### config.mk
export PLATFORM = sky130hd
export DESIGN_NAME = usb_bus_responder_flat
export DESIGN_NICKNAME = d
export VERILOG_FILES = /design/src/rtl/usb_bus_responder_if.sv /design/src/rtl/usb_bus_responder.sv /design/src/flat_wrapper.sv
export SDC_FILE = /design/constraint.sdc
export NUM_CORES = 1
export LEC_CHECK = 0
export ABC_AREA = 1
export ABC_CLOCK_PERIOD_IN_PS = 1300
export CORE_MARGIN = 2
export CORE_UTILIZATION = 40
export CTS_CLUSTER_DIAMETER = 150
export DETAILED_ROUTE_END_ITERATION = 12
export DONT_BUFFER_PORTS = 1
export GPL_TIMING_DRIVEN = 0
export SETUP_SLACK_MARGIN = 0.15
export SYNTH_ARGS = -nofsm -noshare
export SYNTH_HDL_FRONTEND = slang
export SYNTH_SLANG_ARGS = --single-unit
### constraint.sdc
create_clock -name usb_clk -period 1.3 [get_ports usb_clk]
set_input_delay 0.26 -clock usb_clk [delete_from_list [all_inputs] [get_ports usb_clk]]
set_output_delay 0.26 -clock usb_clk [all_outputs]
set_load 0.01 [all_outputs]
### src/rtl/usb_bus_responder_if.sv
// Host-side CW305 parallel register bus: address, strobes, data in/out and pad output enable.
// The host drives address/control/din; the responder drives dout and the tristate enable.
interface usb_bus_responder_if #(
    parameter int pADDR_WIDTH = 21
);
    logic [pADDR_WIDTH-1:0] usb_addr;
    logic [7:0]             usb_din;
    logic                   usb_ncs;
    logic                   usb_nwe;
    logic                   usb_nrd;
    logic [7:0]             usb_dout;
    logic                   usb_isout;

    modport master (
        output usb_addr, usb_din, usb_ncs, usb_nwe, usb_nrd,
        input  usb_dout, usb_isout
    );

    modport slave (
        input  usb_addr, usb_din, usb_ncs, usb_nwe, usb_nrd,
        output usb_dout, usb_isout
    );
endinterface

### src/rtl/usb_bus_responder.sv
// Purpose: decode CW305 USB register-bus accesses into register-bank strobes, read data and FIFO pops.
// Latency: strobes, read data and pad enable are registered, valid one clock-to-q after the nCS-low edge.
// Backpressure: none; one access per nCS-low period, further edges in the same period are ignored.
module usb_bus_responder #(
    parameter int         pADDR_WIDTH   = 21,
    parameter int         pBYTECNT_SIZE = 7,
    parameter logic [2:0] pFIFO_BLOCK   = 3'd0,
    parameter logic [4:0] pFIFO_ADDR    = 5'd0
) (
    input  logic                     usb_clk,
    input  logic                     reset,
    usb_bus_responder_if.slave       bus,
    output logic [2:0]               reg_block,
    output logic [4:0]               reg_address,
    output logic [pBYTECNT_SIZE-1:0] reg_bytecnt,
    output logic                     reg_addrvalid,
    output logic [7:0]               reg_datao,
    input  logic [7:0]               reg_datai,
    output logic                     reg_write,
    output logic                     reg_read,
    output logic                     fifo_pop,
    output logic [7:0]               err_count
);
    localparam int P = pBYTECNT_SIZE;

    typedef enum logic {IDLE, HOLD} state_t;

    state_t state_q, state_d;

    wire [pADDR_WIDTH-1:0] addr_live = bus.usb_addr;
    wire                   unused_addr = ^addr_live;

    wire [P-1:0] bytecnt_live = addr_live[P-1:0];
    wire [4:0]   address_live = addr_live[P+4:P];
    wire [2:0]   block_live   = addr_live[P+7:P+5];

    logic do_write, do_read, do_err, do_pop;

    always_ff @(posedge usb_clk) begin
        if (reset) state_q <= IDLE;
        else       state_q <= state_d;
    end

    // Both enables high with nCS low is not an access: stay idle and keep watching.
    always_comb begin
        state_d = state_q;
        case (state_q)
            IDLE:    if (!bus.usb_ncs && !(bus.usb_nwe && bus.usb_nrd)) state_d = HOLD;
            HOLD:    if (bus.usb_ncs) state_d = IDLE;
            default: state_d = IDLE;
        endcase
    end

    always_comb begin
        do_write = 1'b0;
        do_read  = 1'b0;
        do_err   = 1'b0;
        do_pop   = 1'b0;
        if (state_q == IDLE && !bus.usb_ncs) begin
            do_write = !bus.usb_nwe &&  bus.usb_nrd;
            do_read  =  bus.usb_nwe && !bus.usb_nrd;
            do_err   = !bus.usb_nwe && !bus.usb_nrd;
            do_pop   = do_read && block_live == pFIFO_BLOCK && address_live == pFIFO_ADDR
                       && bytecnt_live == '0;
        end
    end

    assign reg_addrvalid = (state_q == HOLD);

    always_ff @(posedge usb_clk) begin
        if (reset) begin
            reg_write     <= 1'b0;
            reg_read      <= 1'b0;
            fifo_pop      <= 1'b0;
            reg_block     <= '0;
            reg_address   <= '0;
            reg_bytecnt   <= '0;
            reg_datao     <= '0;
            bus.usb_dout  <= '0;
            bus.usb_isout <= 1'b0;
            err_count     <= '0;
        end else begin
            reg_write <= do_write;
            reg_read  <= do_read;
            fifo_pop  <= do_pop;
            if (do_write || do_read) begin
                reg_block   <= block_live;
                reg_address <= address_live;
                reg_bytecnt <= bytecnt_live;
            end
            if (do_write) reg_datao    <= bus.usb_din;
            if (do_read)  bus.usb_dout <= reg_datai;
            // The pad is released as soon as the host lets go of nRD, even mid-access.
            if (bus.usb_nrd)  bus.usb_isout <= 1'b0;
            else if (do_read) bus.usb_isout <= 1'b1;
            if (do_err && err_count != 8'hFF) err_count <= err_count + 8'd1;
        end
    end
endmodule

### src/flat_wrapper.sv
// flat-port wrapper written by rule: the top's interface ports become plain ports
module usb_bus_responder_flat 
#(
    parameter int         pADDR_WIDTH   = 21,
    parameter int         pBYTECNT_SIZE = 7,
    parameter logic [2:0] pFIFO_BLOCK   = 3'd0,
    parameter logic [4:0] pFIFO_ADDR    = 5'd0
)
  (usb_clk, reset, reg_block, reg_address, reg_bytecnt, reg_addrvalid, reg_datao, reg_datai, reg_write, reg_read, fifo_pop, err_count, bus_usb_addr, bus_usb_din, bus_usb_ncs, bus_usb_nwe, bus_usb_nrd, bus_usb_dout, bus_usb_isout);
  usb_bus_responder_if #(.pADDR_WIDTH(pADDR_WIDTH)) bus_i ();
  input  logic usb_clk;
  input  logic reset;
  output logic [2:0] reg_block;
  output logic [4:0] reg_address;
  output logic [pBYTECNT_SIZE-1:0] reg_bytecnt;
  output logic reg_addrvalid;
  output logic [7:0] reg_datao;
  input  logic [7:0] reg_datai;
  output logic reg_write;
  output logic reg_read;
  output logic fifo_pop;
  output logic [7:0] err_count;
  input wire logic [$bits(bus_i.usb_addr)-1:0] bus_usb_addr;
  input wire logic [$bits(bus_i.usb_din)-1:0] bus_usb_din;
  input wire logic [$bits(bus_i.usb_ncs)-1:0] bus_usb_ncs;
  input wire logic [$bits(bus_i.usb_nwe)-1:0] bus_usb_nwe;
  input wire logic [$bits(bus_i.usb_nrd)-1:0] bus_usb_nrd;
  output wire logic [$bits(bus_i.usb_dout)-1:0] bus_usb_dout;
  output wire logic [$bits(bus_i.usb_isout)-1:0] bus_usb_isout;
  assign bus_i.usb_addr = bus_usb_addr;
  assign bus_i.usb_din = bus_usb_din;
  assign bus_i.usb_ncs = bus_usb_ncs;
  assign bus_i.usb_nwe = bus_usb_nwe;
  assign bus_i.usb_nrd = bus_usb_nrd;
  assign bus_usb_dout = bus_i.usb_dout;
  assign bus_usb_isout = bus_i.usb_isout;
  usb_bus_responder #(.pADDR_WIDTH(pADDR_WIDTH), .pBYTECNT_SIZE(pBYTECNT_SIZE), .pFIFO_BLOCK(pFIFO_BLOCK), .pFIFO_ADDR(pFIFO_ADDR)) u_core (.usb_clk(usb_clk), .reset(reset), .bus(bus_i), .reg_block(reg_block), .reg_address(reg_address), .reg_bytecnt(reg_bytecnt), .reg_addrvalid(reg_addrvalid), .reg_datao(reg_datao), .reg_datai(reg_datai), .reg_write(reg_write), .reg_read(reg_read), .fifo_pop(fifo_pop), .err_count(err_count));
endmodule
; Word level (Yosys, flattened, before mapping)
; Cells that the tools add are included.
[classes]
reduce_logical = 20
addsub = 1
mux = 6
n_bitwise = 2
n_eq_ne = 1
[op_table]
columns = operator, n
row1 = logical AND 1 bit, 10
row2 = adder 8 x 1 -> 8 bit (second input constant), 1
row3 = inequality test 8 bit (second input constant), 1
row4 = zero test 7 bit, 1
row5 = zero test 5 bit, 1
row6 = two-way mux 1 bit, 5
row7 = zero test 1 bit, 4
row8 = OR reduction 2 bit, 2
row9 = zero test 3 bit, 1
row10 = NOT 1 bit, 2
row11 = one-hot mux 1 bit (2 select lines), 1
row12 = logical OR 1 bit, 1
[totals]
in_bits = 42
elab_cells = 41
out_inout_bits = 44
register_bits = 44

; Longest topological paths before layout
[depth]
depth_word = 5
mapped_depth = 8

; Least setup slack after synthesis
; OpenSTA, ideal clock, no wires.
[synth_timing]
path_type = reg-to-reg
start = register u_core.err_count[0]
end = register u_core.err_count[7]
synth_period_minus_slack_ns = 1.292
setup_time_ns = 0.112
required_time_ns = 1.188
path_stages_with_launch = 9
n_path_buf = 0
path_slack_ns = 0.008
arrival_time_ns = 1.181
cell_sequence = dfxtp_1 ha_1 nand2_1 nor2_1 nand2_2 nand2_2 nand2_1 nand2_1 nor2_1
[synth_between]
elab_chain_len = 2
[synth_lines]
columns = element, line_no
row1 = "start, declared", usb_bus_responder.sv:22  ; output logic [7:0] err_count
row2 = "start signal, assigned", usb_bus_responder.sv:96  ; if (do_err && err_count != 8'hFF) err_count <= err_count + 8'd1;
row3 = branches (longest 2 deep; another with adder 8 x 1 -> 8 bit), n/a
; Several ways; the timed one is not identified.
; A chain may end at the register's enable or synchronous reset.

; Worst setup path after layout
[layout_timing]
start = register u_core.state_q, in the netlist u_core.reg_addrvalid
end = register u_core.reg_bytecnt[1]
[layout_between]
elab_chain_len = 4
[layout_lines]
columns = element, line_no
row1 = "start, declared", usb_bus_responder.sv:28  ; state_t state_q, state_d;
row2 = "start signal, assigned", usb_bus_responder.sv:41  ; else state_q <= state_d;
row3 = NOT 1 bit *, usb_bus_responder.sv:59  ; if (state_q == IDLE && !bus.usb_ncs) begin
row4 = logical AND 1 bit *, usb_bus_responder.sv:59
row5 = two-way mux 1 bit, usb_bus_responder.sv:59
row6 = logical OR 1 bit *, usb_bus_responder.sv:86  ; if (do_write || do_read) begin
row7 = "end signal, assigned", usb_bus_responder.sv:89  ; reg_bytecnt <= bytecnt_live;
row8 = "end, declared", usb_bus_responder.sv:15  ; output logic [pBYTECNT_SIZE-1:0] reg_bytecnt,
; Every way passes the cells marked *; elsewhere a longest branch is shown, timed or not.

==> results.cfg <==
[logic_synthesis]
synth_compound_area_share_pct = 13.57
synth_common_cells = nor2_1, dfxtp_1, nand2_1
synth_area_leaders = dfxtp_1, nor2_1, o21ai_0
synth_area_sq_um = 1762
synthMuxAreaShare_pct = 0
synth_flop_cell = dfxtp_1
synth_most_common_cell = nor2_1
synth-xor-area-share_pct = 0
synthAdderAreaFrac_pct = 0.7102
synth_seq_cells = 44
yosys.area.top_type_share_pct = 50.00
synth_top_family_by_area = simple AND/OR/NAND/NOR gates
synthArstFlopShare_pct = 0
synthSimpleGateAreaFrac_pct = 28.76
ys_seq_area_share_pct = 50.00
yosys.cell_types.count = 22
synth.largest_area_cell = dfxtp_1
avgSynthCellArea_sq_um = 7.593
synth_edf_count = 0
syn_nets = 275
netlist_instances = 232
yosysWarnings = 0

[worst_setup_path]
endpoint = u_core.reg_bytecnt[1]$_SDFFE_PP0P_
start_kind = flip-flop
cp_data_required_time_ns = 1.53
worstReg2RegEnd = u_core.reg_bytecnt[1]$_SDFFE_PP0P_
end_kind = flip-flop
worstSetupStartpoint = u_core.reg_addrvalid$_SDFF_PP0_
crit_type = reg -> reg
critPathMaxFanout = 10
r2r_start = u_core.reg_addrvalid$_SDFF_PP0_
reg2reg_slack_ns = 0.12
cp.arrival_ns = 1.41
reg2regPathDepth = 6

[pwr]
power.density_nw_per_um2 = 1266
peakVddDrop_uv = 649.3
leakage_nw = 0.8819

[flow_run]
maxCapViolations = 0

[timing]
setup-tns-final_ns = 0
finalClockSkew_ns = 0.009040
finalCritPeriodShare_pct = 91.06
layout_setup_ws_ns = 0.1163
period_needed_ns = 1.184
fmax_mhz = 844.8
tightest_slew_ns = 0.5526
rsz0062_at_grt = yes
hold_violations = 0
setup_viol = 0
slew_violations = 0
slew_headroom_pct = 63.16

[die]
ios = 86
core-area_sq_um = 4294
die_w_um = 70.37
initial_utilization_pct = 41.03
die_area_sq_um = 4951
die_y_um = 70.37
num_rows = 24

[finish]
diodes = 0
drive_above_1_share_pct = 27.02
final_cell_area_sq_um = 2208
instances_no_fill = 300
syn2layout_area_growth_pct = 25.36
nets = 290

[cts]
cts_inserted_buffers = 5
cts_tree = built
cts_sinks = 44
clk_latency_ns = 0.30
htreeDepth = 2
clkTransAtPathRegs_ns = 0.09
cts_buffer_depth = 2
root_buffer = clkbuf_8

[routing]
drt-wirelength-per-cell_um = 14.67
ant_nets = 0
firstDrtPassIters = 4
drc = 0
routed_wl_mm = 4.401
vias_per_cell = 5.253
drt-initial-drc-count = 89
vias = 1576

[grt]
grt_pass1_wl_mm = 6.982
track_usage_pct = 17.71
grt_pass1_vias = 1479
antenna_found_initial = 0
gr-total-overflow = 0
grt_max_degree = 16

[place]
place_hpwl_mm = 3.053
numPortBuffers = 0
place_congestion = 0.8396
place_ws_ns = 0.005531
place_area_sq_um = 1848
dp.cells = 284

[status]
outcome = completed

[min_path]
hold_class = in -> reg
hold_depth = 1
-- state kept, by name, summed over array words and instances, names as in the netlist --
name / flops
u_core.bus.usb_dout: 8
u_core.bus.usb_isout: 1
u_core.err_count: 8
u_core.fifo_pop: 1
u_core.reg_address: 5
u_core.reg_addrvalid: 1
u_core.reg_block: 3
u_core.reg_bytecnt: 7
u_core.reg_datao: 8
u_core.reg_read: 1
u_core.reg_write: 1
-- layer usage --
metal  vias up  global-route usage [%]  share of wire (%)
met3         5                   7.648                8.6
met4         0                   5.128                1.1
met5         -                       0                  0
li1        788                       -                  -
met1       728                   20.54                 41
met2        55                   29.56                 50
-- critical path: stages, from the launching register on --
cell and delay (ns):
dfxtp_4 0.37, nor2_4 0.17, nand2_4 0.11, nand2_4 0.11
buf_6 0.15, nand2_1 0.07, a21oi_1 0.13
-- power breakdown --
group | leakage (nW) | internal (mW) | switching [mW]
sequential | 0.364 | 1.40 | 0.0727
clock | 0.0548 | 0.579 | 0.500
combinational | 0.463 | 0.101 | 0.146
total | 0.882 | 2.08 | 0.718
-- logic make-up (layout without fill, tap and decap cells) --
kind of cell / count (synthesis) / in the layout
simple gates: 112 / 113
compound gates: 47 / 47
flops: 44 / 44
buf+inv: 28 / 43
fa+ha+maj: 1 / 1
-- layout make-up --
type / instances / area, sq um
Clock inverter: 3 / 46.29
Buffer: 8 / 60.06
Clock buffer: 5 / 68.82
Timing Repair Buffer: 7 / 76.32
Fill cell: 426 / 2086
Sequential cell: 44 / 905.9
Tap cell: 52 / 65.06
Inverter: 20 / 78.83
Multi-Input combinational cell: 161 / 907.1
-- timing repair --
action | CTS | global route
endpoints found under the setup margin | 42 | 38
pin swaps | 10 | 21
endpoints found under the hold margin | 0 | 1
buffers inserted | 4 | 1
hold buffers | 0 | 1
cloned | 1 | 1
gates resized for setup | 17 | 44
-- how the worst min path moves through the flow --
| stage | from | end | slack [ns] |
|---|---|---|---|
| floorplan | reset | u_core.reg_block[0]$_SDFFE_PP0P_ | 0.33 |
| global placement | reset | u_core.reg_block[0]$_SDFFE_PP0P_ | 0.33 |
| detailed placement | reset | u_core.reg_block[0]$_SDFFE_PP0P_ | 0.33 |
| CTS | reset | u_core.reg_block[0]$_SDFFE_PP0P_ | 0.01 |
| global route | reset | u_core.reg_block[1]$_SDFFE_PP0P_ | 0.002 |
| finish | reset | u_core.reg_block[1]$_SDFFE_PP0P_ | 0.009 |
-- stage by stage --
stage	utilization (%)	power [mW]	hold WS, ns
6_report	51.43	2.796	0.009283
5_1_grt	51.43	2.913	0.002130
4_1_cts	47.76	2.798	0.009847
3_5_place_dp	43.04	1.707	0.3328
3_3_place_gp	43.04	1.703	0.3304
2_1_floorplan	-	1.656	0.3291
-- cells in the final DEF, fill, tap and decap left out, drive strengths merged, types with 2 or more instances in the layout --
cell type  instances
clkinvlp           2
inv               20
buf                9
nor2              54
nor4               2
nand2             33
nand3             19
a21oi             21
o21ai             26
clkbuf            10
nand4              3
dfxtp             44
Note: power is estimated with default switching activity, not from simulation.
